### config.mk
export PLATFORM = sky130hd
export DESIGN_NAME = ysyx_24070016_mem_arb
export DESIGN_NICKNAME = d
export VERILOG_FILES = /design/src/rtl/ysyx_24070016_mem_arb.sv
export SDC_FILE = /design/constraint.sdc
export NUM_CORES = 1
export LEC_CHECK = 0
export BUFFER_PORTS_ARGS = -buffer_cell sky130_fd_sc_hd__buf_2
export CAP_MARGIN = 0
export CORE_ASPECT_RATIO = 1.1
export CORE_MARGIN = 3
export CORE_UTILIZATION = 45
export DETAILED_ROUTE_END_ITERATION = 16
export HOLD_SLACK_MARGIN = 0.1
export PLACE_DENSITY = 0.8
export SETUP_SLACK_MARGIN = 0.05
export SYNTH_ARGS = -nofsm -noshare
export SYNTH_HDL_FRONTEND = slang
export SYNTH_SLANG_ARGS = --single-unit
### constraint.sdc
create_clock -name clk -period 1.9 [get_ports clk]
set_clock_uncertainty 0.05 [all_clocks]
set_input_delay 0.19 -clock clk [delete_from_list [all_inputs] [get_ports clk]]
set_output_delay 0.19 -clock clk [all_outputs]
set_load 0.005 [all_outputs]
### src/rtl/ysyx_24070016_mem_arb.sv
// ysyx_24070016_mem_arb: shares a single memory port between the IFU (port 0)
// and the LSU (port 1). One transaction in flight at a time; a watchdog aborts
// a transaction that stays in REQ+RSP for TIMEOUT_CYC cycles.
//
// Configuration macro: YSYX_24070016_MEM_ARB_RR_EN
//   defined   -> round-robin arbitration between IFU and LSU
//   undefined -> fixed priority, LSU wins
//
// Ports:
//   clk, rst                     clock, synchronous active-high reset
//   ifu_req_valid/ready, ifu_addr                        fetch request
//   ifu_rsp_valid, ifu_rdata, ifu_rsp_err                fetch response
//   lsu_req_valid/ready, lsu_addr, lsu_wen/wdata/wmask   load/store request
//   lsu_rsp_valid, lsu_rdata, lsu_rsp_err                load/store response
//   mem_req_valid/ready, mem_addr, mem_wen/wdata/wmask   memory request
//   mem_rsp_valid, mem_rdata                             memory response
//   busy                         a transaction is in flight
module ysyx_24070016_mem_arb #(
    parameter int unsigned ADDR_W      = 32,
    parameter int unsigned DATA_W      = 32,
    parameter int unsigned TIMEOUT_CYC = 255
) (
    input  logic                clk,
    input  logic                rst,
    input  logic                ifu_req_valid,
    output logic                ifu_req_ready,
    input  logic [ADDR_W-1:0]   ifu_addr,
    output logic                ifu_rsp_valid,
    output logic [DATA_W-1:0]   ifu_rdata,
    output logic                ifu_rsp_err,
    input  logic                lsu_req_valid,
    output logic                lsu_req_ready,
    input  logic [ADDR_W-1:0]   lsu_addr,
    input  logic                lsu_wen,
    input  logic [DATA_W-1:0]   lsu_wdata,
    input  logic [DATA_W/8-1:0] lsu_wmask,
    output logic                lsu_rsp_valid,
    output logic [DATA_W-1:0]   lsu_rdata,
    output logic                lsu_rsp_err,
    output logic                mem_req_valid,
    input  logic                mem_req_ready,
    output logic [ADDR_W-1:0]   mem_addr,
    output logic                mem_wen,
    output logic [DATA_W-1:0]   mem_wdata,
    output logic [DATA_W/8-1:0] mem_wmask,
    input  logic                mem_rsp_valid,
    input  logic [DATA_W-1:0]   mem_rdata,
    output logic                busy
);

    localparam int unsigned MASK_W = DATA_W / 8;
    localparam int unsigned CNT_W  = (TIMEOUT_CYC > 1) ? $clog2(TIMEOUT_CYC + 1) : 1;
    localparam logic        OWN_IFU = 1'b0;
    localparam logic        OWN_LSU = 1'b1;

    typedef enum logic [1:0] {
        IDLE = 2'd0,
        REQ  = 2'd1,
        RSP  = 2'd2
    } state_t;

    state_t           state;
    logic             owner;
    logic [CNT_W-1:0] tmo_cnt;
    logic             grant_lsu;
    logic             grant_ifu;
    logic             accept;
    logic             tmo_hit;

`ifdef YSYX_24070016_MEM_ARB_RR_EN
    logic             last_grant;
`endif

    // Arbitration: LSU wins a contested cycle unless round-robin says it had the last grant
    always_comb begin
        grant_lsu = 1'b0;
        grant_ifu = 1'b0;
`ifdef YSYX_24070016_MEM_ARB_RR_EN
        grant_lsu = lsu_req_valid && (!ifu_req_valid || (last_grant == OWN_IFU));
`else
        grant_lsu = lsu_req_valid;
`endif
        grant_ifu = ifu_req_valid && !grant_lsu;
    end

    // Ready is gated by reset so every output reads 0 while rst is held
    assign accept        = (state == IDLE) && (ifu_req_valid || lsu_req_valid);
    assign ifu_req_ready = !rst && (state == IDLE) && grant_ifu;
    assign lsu_req_ready = !rst && (state == IDLE) && grant_lsu;

    assign mem_req_valid = (state == REQ);
    assign busy          = (state != IDLE);
    assign tmo_hit       = (TIMEOUT_CYC != 0) && (tmo_cnt == CNT_W'(TIMEOUT_CYC));

    // Transaction FSM with registered responses and latched request payload
    always_ff @(posedge clk) begin
        if (rst) begin
            state         <= IDLE;
            owner         <= OWN_IFU;
            tmo_cnt       <= '0;
            mem_addr      <= '0;
            mem_wen       <= 1'b0;
            mem_wdata     <= '0;
            mem_wmask     <= '0;
            ifu_rsp_valid <= 1'b0;
            ifu_rsp_err   <= 1'b0;
            ifu_rdata     <= '0;
            lsu_rsp_valid <= 1'b0;
            lsu_rsp_err   <= 1'b0;
            lsu_rdata     <= '0;
`ifdef YSYX_24070016_MEM_ARB_RR_EN
            last_grant    <= OWN_IFU;
`endif
        end else begin
            ifu_rsp_valid <= 1'b0;
            ifu_rsp_err   <= 1'b0;
            lsu_rsp_valid <= 1'b0;
            lsu_rsp_err   <= 1'b0;
            case (state)
                IDLE: begin
                    tmo_cnt <= '0;
                    if (accept) begin
                        owner     <= grant_lsu ? OWN_LSU : OWN_IFU;
                        mem_addr  <= grant_lsu ? lsu_addr : ifu_addr;
                        mem_wen   <= grant_lsu && lsu_wen;
                        mem_wdata <= grant_lsu ? lsu_wdata : '0;
                        mem_wmask <= grant_lsu ? lsu_wmask : MASK_W'(0);
                        state     <= REQ;
`ifdef YSYX_24070016_MEM_ARB_RR_EN
                        last_grant <= grant_lsu ? OWN_LSU : OWN_IFU;
`endif
                    end
                end
                REQ: begin
                    tmo_cnt <= tmo_cnt + CNT_W'(1);
                    if (tmo_hit) begin
                        // Abort: error response with zero data to the owner
                        state   <= IDLE;
                        tmo_cnt <= '0;
                        if (owner == OWN_LSU) begin
                            lsu_rsp_valid <= 1'b1;
                            lsu_rsp_err   <= 1'b1;
                            lsu_rdata     <= '0;
                        end else begin
                            ifu_rsp_valid <= 1'b1;
                            ifu_rsp_err   <= 1'b1;
                            ifu_rdata     <= '0;
                        end
                    end else if (mem_req_ready) begin
                        state <= RSP;
                    end
                end
                RSP: begin
                    tmo_cnt <= tmo_cnt + CNT_W'(1);
                    // A response in the same cycle as the timeout takes precedence
                    if (mem_rsp_valid) begin
                        state   <= IDLE;
                        tmo_cnt <= '0;
                        if (owner == OWN_LSU) begin
                            lsu_rsp_valid <= 1'b1;
                            lsu_rdata     <= mem_rdata;
                        end else begin
                            ifu_rsp_valid <= 1'b1;
                            ifu_rdata     <= mem_rdata;
                        end
                    end else if (tmo_hit) begin
                        state   <= IDLE;
                        tmo_cnt <= '0;
                        if (owner == OWN_LSU) begin
                            lsu_rsp_valid <= 1'b1;
                            lsu_rsp_err   <= 1'b1;
                            lsu_rdata     <= '0;
                        end else begin
                            ifu_rsp_valid <= 1'b1;
                            ifu_rsp_err   <= 1'b1;
                            ifu_rdata     <= '0;
                        end
                    end
                end
                default: begin
                    state   <= IDLE;
                    tmo_cnt <= '0;
                end
            endcase
        end
    end

endmodule
==> flow_metrics.py <==
metrics = {
    "setup_path": {
        "critPathLaunchType": "flop",
        "worstPathMaxFanout": 16,
        "crit_path_max_incr_delay_ns": 0.38,
        "ff2ff_setup_slack_ns": 0.05,
        "crit_chain": "ha_2 -> nand4_1 -> o21bai_4 -> buf_12 -> a31oi_4 -> a22o_1",
        "worst-path-buf-inv": 1,
        "cp.depth": 6,
        "reg2reg_depth": 6,
        "slowest_stage": "dfxtp_1",
        "critPathTopFamily": "compound AO/OA/AOI/OAI gates",
        "critPathArrivalTime_ns": 2.10,
        "worstSetupPathType": "reg -> reg",
        "crit-reg2reg-launch": "tmo_cnt[0]",
        "cp.required_ns": 2.15,
        "r2r_end": "lsu_rdata[1]",
        "cp-end-kind": "flop",
        "startpoint": "tmo_cnt[0]",
    },
    "floorplanning": {
        "dieWidth_um": 111,
        "die_area_um2": 13400,
        "start_util_pct": 46.6,
        "chipHeight_um": 121,
        "ios": 280,
        "fp-row-count": 41,
        "coreArea_um2": 11600,
    },
    "route": {
        "dr.first_iter.drc_count": 567,
        "wl_met2_mm": 11.0,
        "drc": 0,
        "routed_wl_mm": 21.3,
        "avgRoutedWirePerCell_um": 19.4,
        "vias_per_cell": 5.61,
        "routed-wl-met3_mm": 1.78,
        "dr.pass1.iters": 5,
        "final_antenna_net_count": 0,
        "vias": 6139,
        "wl_met1_mm": 7.66,
        "top_layer_used": "met4",
    },
    "final_layout": {
        "layout-drive-gt1-share_pct": 37.2,
        "final_util_pct": 77.2,
        "stdcell_area_um2": 8990,
        "area_growth_pct": 65.5,
        "fin_nets": 1074,
        "antenna_cells": 0,
    },
    "cts": {
        "cts.clk_slew.worst_paths_ns": 0.06,
        "cts.sinks": 148,
        "tritoncts": "built",
        "clock_latency_ns": 0.41,
        "cts_buffer_depth": 2,
        "htree_levels": 4,
        "cts_made_buffers": 17,
        "cts_root_buf": "clkbuf_16",
    },
    "logic_synthesis": {
        "synthArstFlopShare_pct": 0,
        "syn_nets": 673,
        "synth_edf_count": 0,
        "ys_ff_latch": 148,
        "avgSynthCellArea_um2": 10.2,
        "seq_area_frac_synth_pct": 54.6,
        "synth_top_cell_by_area": "dfxtp_1",
        "netlist.area_leader.share_pct": 54.6,
        "synth_flop_cell": "dfxtp_1",
        "yosysUniqueCellTypes": 37,
        "syn_area_um2": 5430,
        "synth_warnings": 0,
        "yosysMostFrequentCell": "dfxtp_1",
        "synthTopCellsByArea": "dfxtp_1 (55%), a22o_1 (10%), mux2i_1 (5.9%), a211oi_1 (4.6%), a21oi_1 (3.6%)",
        "netlist_top_cells_count": "dfxtp_1 (148), a22o_1 (64), nand2_1 (44), a21oi_1 (39), nor2_1 (39)",
        "synth_cells": 530,
    },
    "sta": {
        "fin_hold_ws_ns": 0.101,
        "min_period_ns": 1.85,
        "tns_ns": 0,
        "setup_slack_ns": 0.0474,
        "max_slew_margin_pct": 58.4,
        "tightest_slew_ns": 0.621,
        "slew_viol_final": 0,
        "finalHoldViolCount": 0,
        "min_period_over_period_pct": 97.5,
        "setup_viol": 0,
        "rsz0062_at_grt": "yes",
        "fmax_mhz": 540,
    },
    "grt": {
        "grt_pass1_wl_mm": 30.9,
        "overflow": 0,
        "grt_max_degree": 65,
        "grt_pass1_vias": 6033,
        "track_usage_pct": 28.5,
        "grt_antenna_before_repair": 0,
    },
    "min_path": {
        "hold_path_end": "mem_addr[31]",
        "hp-start": "ifu_addr[31]",
        "hold_path.class": "in -> reg",
        "min_path_cells": 3,
    },
    "pwr": {
        "p_leak_nw": 4.22,
        "cellPowerDensity_nw_per_um2": 935,
        "vdd_drop_max_uv": 543,
    },
    "placement": {
        "dp_slack_ns": -0.0983,
        "postPlaceCellArea_um2": 6940,
        "place_congestion": 0.848,
        "hpwl_mm": 11.7,
        "numPortBuffers": 279,
    },
    "run": {
        "drv_cap": 0,
    },
    "run_status": {
        "outcome": "finished clean",
    },
}
worst max path at each step:
stage / to
after floorplan: lsu_rdata[10]
after global placement: lsu_rdata[11]
after detailed placement: lsu_rdata[4]
after CTS: ifu_rdata[15]
after global routing: lsu_rdata[18]
final: lsu_rdata[1]
flip-flops by register name, indices dropped and copies added (netlist names):
signal and count:
ifu_rdata 32, lsu_rdata 32, mem_addr 32, mem_wdata 32, tmo_cnt 8, mem_wmask 4, state 2, ifu_rsp_err 1
ifu_rsp_valid 1, lsu_rsp_err 1, lsu_rsp_valid 1, mem_wen 1, owner 1
layer usage:
metal | track usage (%) | vias to the layer above
li1 | - | 2755
met4 | 13.2 | 0
met2 | 49.7 | 430
met5 | 0 | -
met3 | 7.83 | 71
met1 | 32.6 | 2883
stage by stage:
stage,std cells,power (W)
final,1094,0.00841
after global routing,1094,0.00871
after CTS,1086,0.00829
after detailed placement,929,0.00467
after global placement,929,0.00462
after floorplan,530,0.00411
cell families after synthesis:
group	after synthesis	synth area share [%]
flops	148	54.6
xor+xnor	3	0.484
simple gates	143	12.2
fa+ha+maj	4	0.922
mux	32	5.90
compound gates	152	21.4
buf+inv	48	4.59
what timing repair did:
item | CTS | global route
gates resized for setup | 7 | 6
endpoints found under the setup margin | 65 | 65
hold buffers | 124 | 0
pin swaps | 37 | 8
endpoints found under the hold margin | 130 | 0
setup buffers | 0 | 4
gates cloned | 1 | 4
worst reg2reg max path: cells and delay by family (launching register included):
family                   cells  cell delay, ns
AO/OA/AOI/OAI                3            0.74
flip-flops                   1            0.38
adder cells (fa/ha/maj)      1            0.25
AND/OR/NAND/NOR              1            0.17
buffers and inverters        1            0.16
cells in the final DEF (no fill, tap or decap), types with 3 or more instances in the layout:
master,n
nor3_1,6
a21oi_1,39
inv_1,3
dfxtp_1,147
nor2b_1,3
clkinv_4,3
buf_2,279
dlygate4sd3_1,124
buf_12,7
o21ai_0,4
buf_4,10
nand3_1,38
nor2_1,39
a211oi_1,33
inv_6,6
xor2_1,3
nand2_1,44
mux2i_1,32
a31oi_4,6
a22o_1,64
clkbuf_16,17
report_power, final:
part           internal [W]  switching (W)  leakage [nW]
registers           0.00331       0.000115          1.21
clock network       0.00201        0.00142         0.295
logic              0.000732       0.000813          2.71
layout make-up:
cell class / count / area [um^2]
tap: 150 / 188
clock inverter: 14 / 163
clock buffer: 18 / 439
fill: 674 / 2660
timing repair buffer: 420 / 2850
sequential: 148 / 2960
multi-input combinational: 339 / 2360
inverter: 5 / 18.8
No activity file was read; power rests on OpenSTA's default activity.
